==> src/rtl/imem_loader_if.sv <==
// rtl/imem_loader_if.sv - byte-stream input and instruction-memory write port bundle
//
// Ports of the bundle:
//   in_valid/in_data/in_ready : byte stream, transfer when in_valid && in_ready
//   im_we/im_addr/im_wdata    : one-cycle instruction-memory write strobe
// Modports: slave = loader side, master = stream source / memory side.
interface imem_loader_if #(
  parameter int ADDR_W = 8
);
  logic              in_valid;
  logic [7:0]        in_data;
  logic              in_ready;
  logic              im_we;
  logic [ADDR_W-1:0] im_addr;
  logic [31:0]       im_wdata;

  modport slave (
    input  in_valid, in_data,
    output in_ready, im_we, im_addr, im_wdata
  );

  modport master (
    output in_valid, in_data,
    input  in_ready, im_we, im_addr, im_wdata
  );
endinterface

==> src/rtl/imem_loader.sv <==
// rtl/imem_loader.sv - length-prefixed byte-stream loader into instruction memory
//
// Ports:
//   clk        : clock, rising edge
//   rst        : asynchronous active-low reset
//   load_req   : one-cycle pulse, restarts a load from any state
//   bus        : imem_loader_if.slave (byte stream in, imem write out)
//   core_hold  : 1 holds the core in reset
//   done       : image fully written
//   err        : load aborted (count overflow or checksum mismatch)
// Build option: IMEM_LOADER_CHECKSUM_EN appends an XOR checksum byte after
// the data bytes.
module imem_loader #(
  parameter int ADDR_W = 8
) (
  input  logic          clk,
  input  logic          rst,
  input  logic          load_req,
  imem_loader_if.slave  bus,
  output logic          core_hold,
  output logic          done,
  output logic          err
);

  typedef enum logic [2:0] {HDR, DATA, CSUM, DONE, ERR} state_t;

  localparam logic [31:0] MAX_WORDS = 32'd1 << ADDR_W;

  state_t            state, state_nxt;
  logic [1:0]        byte_idx;
  // One extra bit so the index can reach MAX_WORDS after the final word.
  logic [ADDR_W:0]   word_idx;
  logic [31:0]       count;
  logic [23:0]       part;
  logic              im_we_q;
  logic [ADDR_W-1:0] im_addr_q;
  logic [31:0]       im_wdata_q;
`ifdef IMEM_LOADER_CHECKSUM_EN
  logic [7:0]        csum;
`endif

  logic        accept;
  logic [31:0] count_nxt;
  logic [31:0] word_nxt;
  logic        last_word;

  assign bus.in_ready = rst && !load_req &&
                        (state == HDR || state == DATA || state == CSUM);
  assign accept       = bus.in_valid && bus.in_ready;
  // Little-endian: each new byte enters at the top and older bytes shift down.
  assign count_nxt    = {bus.in_data, count[31:8]};
  assign word_nxt     = {bus.in_data, part};
  assign last_word    = (32'(word_idx) + 32'd1) == count;

  assign bus.im_we    = im_we_q;
  assign bus.im_addr  = im_addr_q;
  assign bus.im_wdata = im_wdata_q;

  always_ff @(posedge clk or negedge rst) begin
    if (!rst) state <= HDR;
    else      state <= state_nxt;
  end

  always_comb begin
    state_nxt = state;
    if (load_req) begin
      state_nxt = HDR;
    end else if (accept) begin
      case (state)
        HDR: begin
          if (byte_idx == 2'd3) begin
            if (count_nxt == 32'd0)          state_nxt = DONE;
            else if (count_nxt > MAX_WORDS)  state_nxt = ERR;
            else                             state_nxt = DATA;
          end
        end
        DATA: begin
          if (byte_idx == 2'd3 && last_word) begin
`ifdef IMEM_LOADER_CHECKSUM_EN
            state_nxt = CSUM;
`else
            state_nxt = DONE;
`endif
          end
        end
`ifdef IMEM_LOADER_CHECKSUM_EN
        CSUM: begin
          // The running checksum already covers every data byte.
          state_nxt = (bus.in_data == csum) ? DONE : ERR;
        end
`endif
        default: ;
      endcase
    end
  end

  always_ff @(posedge clk or negedge rst) begin
    if (!rst) begin
      byte_idx   <= '0;
      word_idx   <= '0;
      count      <= '0;
      part       <= '0;
      im_we_q    <= 1'b0;
      im_addr_q  <= '0;
      im_wdata_q <= '0;
      core_hold  <= 1'b1;
      done       <= 1'b0;
      err        <= 1'b0;
`ifdef IMEM_LOADER_CHECKSUM_EN
      csum       <= '0;
`endif
    end else begin
      im_we_q <= 1'b0;
      if (load_req) begin
        // Previously written words stay in memory; only loader state clears.
        byte_idx  <= '0;
        word_idx  <= '0;
        count     <= '0;
        part      <= '0;
        core_hold <= 1'b1;
        done      <= 1'b0;
        err       <= 1'b0;
`ifdef IMEM_LOADER_CHECKSUM_EN
        csum      <= '0;
`endif
      end else begin
        // Release the core one cycle after done, so the last write lands first.
        if (done) core_hold <= 1'b0;
        done <= (state_nxt == DONE);
        err  <= (state_nxt == ERR);
        if (accept) begin
          case (state)
            HDR: begin
              count    <= count_nxt;
              byte_idx <= byte_idx + 2'd1;
            end
            DATA: begin
              byte_idx <= byte_idx + 2'd1;
              part     <= {bus.in_data, part[23:8]};
`ifdef IMEM_LOADER_CHECKSUM_EN
              csum     <= csum ^ bus.in_data;
`endif
              if (byte_idx == 2'd3) begin
                im_we_q    <= 1'b1;
                im_addr_q  <= word_idx[ADDR_W-1:0];
                im_wdata_q <= word_nxt;
                word_idx   <= word_idx + 1'b1;
              end
            end
            default: ;
          endcase
        end
      end
    end
  end

endmodule
==> src/flat_wrapper.sv <==
// flat-port wrapper written by rule: the top's interface ports become plain ports
module imem_loader_flat 
#(
  parameter int ADDR_W = 8
)
  (clk, rst, load_req, core_hold, done, err, bus_in_valid, bus_in_data, bus_in_ready, bus_im_we, bus_im_addr, bus_im_wdata);
  imem_loader_if #(.ADDR_W(ADDR_W)) bus_i ();
  input  logic clk;
  input  logic rst;
  input  logic load_req;
  output logic core_hold;
  output logic done;
  output logic err;
  input wire logic [$bits(bus_i.in_valid)-1:0] bus_in_valid;
  input wire logic [$bits(bus_i.in_data)-1:0] bus_in_data;
  output wire logic [$bits(bus_i.in_ready)-1:0] bus_in_ready;
  output wire logic [$bits(bus_i.im_we)-1:0] bus_im_we;
  output wire logic [$bits(bus_i.im_addr)-1:0] bus_im_addr;
  output wire logic [$bits(bus_i.im_wdata)-1:0] bus_im_wdata;
  assign bus_i.in_valid = bus_in_valid;
  assign bus_i.in_data = bus_in_data;
  assign bus_in_ready = bus_i.in_ready;
  assign bus_im_we = bus_i.im_we;
  assign bus_im_addr = bus_i.im_addr;
  assign bus_im_wdata = bus_i.im_wdata;
  imem_loader #(.ADDR_W(ADDR_W)) u_core (.clk(clk), .rst(rst), .load_req(load_req), .bus(bus_i), .core_hold(core_hold), .done(done), .err(err));
endmodule
==> config.mk <==
export PLATFORM = sky130hd
export DESIGN_NAME = imem_loader_flat
export DESIGN_NICKNAME = d
export VERILOG_FILES = /design/src/rtl/imem_loader_if.sv /design/src/rtl/imem_loader.sv /design/src/flat_wrapper.sv
export SDC_FILE = /design/constraint.sdc
export NUM_CORES = 1
export LEC_CHECK = 0
export ABC_AREA = 1
export CAP_MARGIN = 10
export CORE_MARGIN = 4
export CORE_UTILIZATION = 56
export CTS_CLUSTER_SIZE = 28
export DETAILED_ROUTE_END_ITERATION = 7
export PLACE_DENSITY = 0.8
export SYNTH_ARGS = -nofsm -noshare
export SYNTH_HDL_FRONTEND = slang
export SYNTH_SLANG_ARGS = --single-unit
==> constraint.sdc <==
create_clock -name clk -period 2.5 [get_ports clk]
set_clock_uncertainty 0.15 [all_clocks]
set_input_delay 0.5 -clock clk [delete_from_list [all_inputs] [get_ports clk]]
set_output_delay 0.5 -clock clk [all_outputs]
set_load 0.005 [all_outputs]
==> run summary, run 1 <==
====================================================================================
Total number of nets in the final design                                         668
EDFF count, synth                                                                  0
Commonest register cell after synthesis                                      dfrtp_1
Total number of yosys warnings                                                     0
Required @ worst endpoint                                                    1.85 ns
Clock transition at the registers of the reported paths                      0.06 ns
WP data arrival                                                              1.79 ns
Transition time of the tightest slew-check pin                             0.5954 ns
Most common cell after layout, fill and taps aside                           nand2_1
DPL Wire Length                                                             8.046 mm
Final Max Tran Viols                                                               0
Global-route wire length before repair                                      20.02 mm
Peak ir drop on the vdd network                                            0.4272 mV
DIE HEIGHT                                                                  102.2 um
Count of unresolved DRC violations after routing                                   0
Sequential-to-total area share from yosys stat                                57.46%
Type of origin of the critical path                                        flip-flop
Floorplan core area                                                     0.008678 mm^2
Number of optimization iterations in the first detailed-route pass                 6
Syn-to-layout area delta                                                      27.33%
RSZ-0062 raised after global routing                                              no
Worst slew margin relative to its limit                                       60.30%
Critical path type                                                      flip-flop to output port
Total negative slack                                                            0 ns
H-Tree Depth                                                                       4
Total track usage                                                             24.63%
Skew-Pair Late Insertion Delay                                               0.52 ns
Area of combinational cells with multiple inputs                        0.001758 mm^2
Filler Cells Inserted                                                            629
Worst hold path stage count                                                        5
Leading area contributor after synthesis                                     dfrtp_1
Clk buf depth                                                                      2
End of the worst register-to-register path                              u_core.done$_DFF_PN0_
Number of ports placed on the die boundary                                        57
Adder-cell share of the synthesized area                                     0.5038%
TritonCTS clock tree                                                           built
Number of antenna cells inserted                                                   0
Horizontal extent of the die                                                102.2 um
Pin count of the biggest net entering global routing                             115
Main area contributors after synthesis                                  dfrtp_1, nand2_1, o21ai_0, nand3_1, inv_1
Count of buffering cells on the critical path with inverters included              2
Portion of netlist area occupied by mux cells                                 1.814%
Number of hold violations in the final report                                      0
Critical Path, Cell by Cell                                             inv_1 -> nand3_2 -> nor2_1 -> clkdlybuf4s50_1
Number of register bits inferred by synthesis                                    114
Clock buffer count from CTS                                                       17
Main combinational cell family by area after synthesis                  simple AND/OR/NAND/NOR gates
Post-cts gate resize count                                                         0
Time the worst path needs with I/O delays and setup                         2.438 ns
Number of global-route vias before repair                                      4,209
Complex-gate fraction of the synthesized area                                 9.169%
Final RePlAce weighted congestion                                             0.8780
Die ar.                                                                 0.01044 mm^2
Simple-gate share of the synthesized area                                     23.73%
Cells after synthesis                                                            583
Starting Density                                                              57.24%
Number of standard cells in the layout, taps in and fillers out                  774
Avg Synthesized Cell Area                                                 8.520 um^2
Critical Path Sink Type                                                  output port
Outcome                                                                 complete, no violations
Fmax                                                                       410.2 MHz
Antenna Violating Nets Remaining                                                   0
Final Worst Setup Slack                                                   0.06203 ns
Fraction of the core area covered by cells at the end of the flow             72.88%
Via density per instance                                                       5.474
Fraction of layout cells with a size suffix above 1                           10.06%
Most used cells in the layout excluding fill and tap cells              nand2_1, dfrtp_1, inv_1, o21ai_0, nand3_1
Number of library cell types mapped by synthesis                                  26
Parity-gate share of the synthesized area counting xor and xnor cells        0.1763%
Syn_nets                                                                         597
Startpoint of the worst-slack reg-to-reg timing path                    u_core.word_idx[0]$_DFFE_PN0P_
Path type of the worst min-delay path                                   input pin to flip-flop
Port-buffer cells                                                                 56
Count of vias placed by the detailed router                                    4,237
Floorplan row count                                                               34
Largest fanout of any net on the critical path                                     3
Share of flip-flops with an asynchronous set or reset                         100.0%
Logic depth of the worst register-to-register path                                15
Hold_sp                                                                          rst
Hold Path End                                                           u_core.byte_idx[1]$_DFFE_PN0P_
Total leakage power                                                         2.987 nW
Initial antenna violation count                                                    0
Wirelength, routed                                                          12.08 mm
Max-cap viol count                                                                 0
Kind of cell adding the most delay to the critical path                 buffers and inverters
Critical path's slowest cell                                            clkdlybuf4s50_1
Launch point of the worst path                                          u_core.state[2]$_DFF_PN0_
Top cell type's share of synthesized area                                     56.93%
Mapped Area                                                             0.004967 mm^2
Tcrit/Tclk final                                                              97.52%
Reg2reg setup slack                                                          0.23 ns
Placed Cells                                                                     742
Clock sink total                                                                 114
Root cell of the clock tree                                                 clkbuf_8
Power per cell area                                                     705.2 mW/mm^2
Stage delay of the slowest cell on the critical path                         0.53 ns
Overflow after GRT                                                                 0
Area of all sequential standard cells                                   0.002854 mm^2
Pre-CTS worst setup slack                                                 0.02708 ns
Hold Worst Slack                                                           0.2736 ns
Iter 0 DRT Violations                                                            317
Final setup viols                                                                  0
Routed len/inst                                                             15.60 um
====================================================================================
[cells in the mapped netlist (2+ instances only)]
cell / n
nand4_1: 5
nor2_1: 41
inv_1: 64
inv_2: 2
nand2_2: 2
buf_2: 8
clkbuf_1: 12
ha_1: 2
o21ai_1: 24
o22ai_1: 7
nand2_1: 169
o21ai_0: 57
mux2_2: 8
nand3_1: 56
dfrtp_1: 113
nor3_1: 3
[cell type report]
type | count | area share [%]
repair buffers | 75 | 11.71
multi-input cells | 380 | 27.79
clock inverters | 13 | 2.552
well taps | 108 | 2.137
flip-flops and latches | 114 | 45.12
inverters | 66 | 3.917
clock buffers | 18 | 6.766
[where the power goes]
part / leakage, nW / internal (W) / total, W / switching [W]
clock: 0.279 / 0.00154 / 0.00240 / 0.000863
sequential: 1.58 / 0.00186 / 0.00188 / 0.0000150
combinational: 1.13 / 0.0000612 / 0.000183 / 0.000122
total: 2.99 / 0.00346 / 0.00446 / 0.00100
[timing repair]
action	CTS	global route
endpoints found under the hold margin	19	0
setup buffers	0	0
hold buffers	1	0
[through the flow]
| step | total power (W) | cell area, um^2 |
|---|---|---|
| 6_report | 0.004461 | 6325 |
| 5_1_grt | 0.004587 | 6325 |
| 4_1_cts | 0.004474 | 6325 |
| 3_5_place_dp | 0.002089 | 5725 |
| 3_3_place_gp | 0.002084 | 5725 |
| 2_1_floorplan | 0.001989 | 4967 |
[worst reg2reg max path, delay by kind of cell, from the launching register on]
family,cells,cell delay [ns]
flops,1,0.41
fa+ha+maj,1,0.22
simple gates,14,1.41
[worst max-delay path by stage]
stage	end	slack [ns]	cells past startpoint
floorplan	u_core.bus.im_addr[1]$_DFFE_PN0P_	0.44	10
global placement	bus_in_ready	0.07	5
detailed placement	u_core.part[2]$_DFFE_PN0P_	0.03	11
CTS	bus_in_ready	0.04	4
global route	bus_in_ready	0.009	4
finish	bus_in_ready	0.06	4
[sequential cells by signal (all words and copies together), names as in the netlist]
register / flops
u_core.state: 3
u_core.bus.im_addr: 8
u_core.bus.im_wdata: 32
u_core.word_idx: 9
u_core.done: 1
u_core.byte_idx: 2
u_core.err: 1
u_core.core_hold: 1
u_core.bus.im_we: 1
u_core.part: 24
u_core.count: 32
[cells by family (layout without fill, tap and decap cells)]
family | Yosys count | after routing
muxes | 8 | 8
AOI/OAI and AO/OA | 89 | 89
adders and majority gates | 2 | 2
and+or+nand+nor | 280 | 280
xor gates and xnor gates | 1 | 1
DFF | 114 | 114
buffers and inverters | 89 | 172
[layer usage]
layer / part of all wire, % / wire, um / up-vias / track usage [%]
li1: - / - / 2018 / -
met1: 44 / 5272 / 2042 / 33.26
met2: 48 / 5841 / 157 / 39.83
met3: 6.6 / 799 / 20 / 6.212
met4: 1.4 / 164 / 0 / 7.064
met5: 0 / 0 / - / 0
Note: power is estimated with default switching activity, not from simulation.
==> inputs of run 2 (changes only) <==
--- a/config.mk
+++ b/config.mk
@@ -6,7 +6,6 @@
 export NUM_CORES = 1
 export LEC_CHECK = 0
 export ABC_AREA = 1
-export CAP_MARGIN = 10
 export CORE_MARGIN = 4
 export CORE_UTILIZATION = 56
 export CTS_CLUSTER_SIZE = 28
==> constraint.sdc (replaced) <==
create_clock -name clk -period 2.5 [get_ports clk]
set_clock_uncertainty 0.15 [all_clocks]
set_input_delay 0.25 -clock clk [delete_from_list [all_inputs] [get_ports clk]]
set_output_delay 0.25 -clock clk [all_outputs]
set_load 0.005 [all_outputs]
==> run 2 against run 1 <==
  * Worst hold slack worse by 0.046 ns
  * Combinational power is 3% lower
  * Count of clock-buffer cells in the layout stayed put
  * Register-to-register slack better by 0.08 ns
  * Maximum frequency is 11% higher
  * First-iteration DRC count is 5.7% lower
  * Critical path depth stayed put
  * Global-route usage is 0.49 points higher
  * Utilization is 0.46 points lower
  * Critical path type unchanged
==> run summary, run 2 (synthesis gave the netlist of run 1 again) <==
=================================================================================
Die ar.                                                              0.01044 mm^2   unchanged
Antenna Violating Nets Remaining                                                0   unchanged
Routed len/inst                                                          15.73 um   +0.84%
Filler Cells Inserted                                                         581   -7.6%
Transition time of the tightest slew-check pin                          0.8375 ns   +0.2421 ns
Clock buffer count from CTS                                                    17   unchanged
Final Max Tran Viols                                                            0   unchanged
Number of optimization iterations in the first detailed-route pass              6   unchanged
Most common cell after layout, fill and taps aside                        nand2_1
Fmax                                                                    454.0 MHz   +11%
DPL Wire Length                                                          7.978 mm   -0.85%
RSZ-0062 raised after global routing                                           no
Critical path's slowest cell                                         clkdlybuf4s50_1
Wirelength, routed                                                       12.12 mm   +0.31%
Global-route wire length before repair                                   20.23 mm   +1.1%
Largest fanout of any net on the critical path                                  3   unchanged
Hold_sp                                                              bus_in_data[5]
Clk buf depth                                                                   2   unchanged
Total number of nets in the final design                                      663   -0.75%
Count of unresolved DRC violations after routing                                0   unchanged
Critical Path Sink Type                                               output port
Fraction of layout cells with a size suffix above 1                        9.517%   -0.54 points
Peak ir drop on the vdd network                                         0.5479 mV   +28%
Number of ports placed on the die boundary                                     57   unchanged
Max-cap viol count                                                              0   unchanged
Tcrit/Tclk final                                                           88.10%   -9.4 points
Final setup viols                                                               0   unchanged
Type of origin of the critical path                                     flip-flop
Skew-Pair Late Insertion Delay                                            0.52 ns   about the same
Most used cells in the layout excluding fill and tap cells           nand2_1, dfrtp_1, inv_1, o21ai_0, nand3_1
Startpoint of the worst-slack reg-to-reg timing path                 u_core.word_idx[0]$_DFFE_PN0P_
Worst hold path stage count                                                     3   -2
Total track usage                                                          25.12%   +0.49 points
WP data arrival                                                           1.80 ns   about the same
Critical path type                                                   flip-flop to output port
Hold Worst Slack                                                        0.2271 ns   -0.04650 ns
Number of standard cells in the layout, taps in and fillers out               770   -0.52%
Root cell of the clock tree                                              clkbuf_8
Power per cell area                                                  714.9 mW/mm^2   +1.4%
Launch point of the worst path                                       u_core.state[2]$_DFF_PN0_
H-Tree Depth                                                                    4   unchanged
Overflow after GRT                                                              0   unchanged
Post-route cell area                                                 0.006285 mm^2   -0.63%
Clock sink total                                                              114   unchanged
Time the worst path needs with I/O delays and setup                      2.203 ns   -0.2355 ns
Critical Path, Cell by Cell                                          inv_1 -> nand3_2 -> nor2_1 -> clkdlybuf4s50_1
Placed Cells                                                                  737   -0.67%
Horizontal extent of the die                                             102.2 um   unchanged
Logic depth of the worst register-to-register path                             15   unchanged
Buffers inserted by post-CTS timing repair                                      0   unchanged
Starting Density                                                           57.24%   unchanged
Outcome                                                              complete, no violations
TritonCTS clock tree                                                        built
Iter 0 DRT Violations                                                         299   -5.7%
Total negative slack                                                         0 ns   unchanged
Port-buffer cells                                                              56   unchanged
Clock transition at the registers of the reported paths                   0.06 ns   about the same
Required @ worst endpoint                                                 2.10 ns   +0.25 ns
Via density per instance                                                    5.526   +0.95%
Worst slew margin relative to its limit                                    44.16%   -16 points
Floorplan core area                                                  0.008678 mm^2   unchanged
Fraction of the core area covered by cells at the end of the flow          72.42%   -0.46 points
Pin count of the biggest net entering global routing                           69   -40%
Final RePlAce weighted congestion                                          0.8900   +1.4%
Initial antenna violation count                                                 0   unchanged
Number of antenna cells inserted                                                0   unchanged
Number of global-route vias before repair                                   4,254   +1.1%
DIE HEIGHT                                                               102.2 um   unchanged
Total leakage power                                                      2.964 nW   -0.78%
Floorplan row count                                                            34   unchanged
Stage delay of the slowest cell on the critical path                      0.53 ns   about the same
Syn-to-layout area delta                                                   26.52%
Count of vias placed by the detailed router                                 4,255   +0.42%
Number of hold violations in the final report                                   0   unchanged
Area after DPL                                                       0.005675 mm^2   -0.87%
Path type of the worst min-delay path                                input pin to flip-flop
=================================================================================
-- run 2: cell count changes in the layout (fill, tap and decap cells not counted) --
cell / delta
clkbuf_8: -1
clkinv_2: -2
clkbuf_1: +1
inv_6: +4
nor2_1: -1
buf_4: -4
clkinvlp_4: -1
buf_12: -1
nor2_2: +1
-- run 2: what timing repair did --
| item | in CTS | in global routing |
|---|---|---|
| endpoints found under the hold margin | 45 | 0 |
| resized for setup | 0 | 1 |
| setup endpoints to repair | 0 | 1 |
| hold buffers | 1 | 0 |
-- run 2: final cells by class --
class | instances | area, um^2 | area share, %
Clock buffer | 18 | 417.9 | 6.649
Tap cell | 108 | 135.1 | 2.150
Timing Repair Buffer | 70 | 690.7 | 10.99
Clock inverter | 14 | 178.9 | 2.847
Sequential cell | 114 | 2854 | 45.41
Inverter | 66 | 247.7 | 3.942
Multi-Input combinational cell | 380 | 1760 | 28.01
-- run 2: per-layer routing --
layer / global-route usage, % / vias to the layer above / routed length (um)
met5: 0 / - / 0
met1: 33.29 / 2039 / 5200
met3: 6.826 / 27 / 882
li1: - / 2012 / -
met2: 40.13 / 177 / 5789
met4: 8.981 / 0 / 242
-- run 2: power breakdown --
part	switching, W	internal [W]	leakage [nW]
Clock	0.000904	0.00153	0.283
Combinational	0.000121	0.0000561	1.10
Sequential	0.0000163	0.00186	1.58
-- run 2: through the flow --
stage	total power [W]	setup WS, ns
finish	0.004493	0.2975
global route	0.004628	0.06044
CTS	0.004513	0.2418
detailed placement	0.002083	0.1528
global placement	0.002078	0.2446
floorplan	0.001989	0.5752
-- run 2: worst paths after layout --
path / slack [ns] / end
setup / recovery: 0.30 / bus_in_ready
hold / removal: 0.23 / u_core.bus.im_wdata[29]$_DFFE_PN0P_
setup reg to reg: 0.31 / u_core.done$_DFF_PN0_
hold reg to reg: 0.30 / u_core.core_hold$_DFFE_PN1P_
max in group asynchronous: 0.65 / u_core.word_idx[3]$_DFFE_PN0P_
min in group asynchronous: 0.26 / u_core.bus.im_addr[5]$_DFFE_PN0P_
-- run 2: worst max-delay path: cells and delay by family, from the launching register on --
| kind | cells | cell delay [ns] |
|---|---|---|
| AND/OR/NAND/NOR | 2 | 0.27 |
| buffers and inverters | 2 | 0.65 |
| flip-flops | 1 | 0.38 |
==> inputs of run 3 (changes only) <==
--- a/config.mk
+++ b/config.mk
@@ -6,6 +6,7 @@
 export NUM_CORES = 1
 export LEC_CHECK = 0
 export ABC_AREA = 1
+export CAP_MARGIN = 20
 export CORE_MARGIN = 4
 export CORE_UTILIZATION = 56
 export CTS_CLUSTER_SIZE = 28
==> results of run 3 <==
No change in the layout: final DEF, timing and power equal those of run 2.
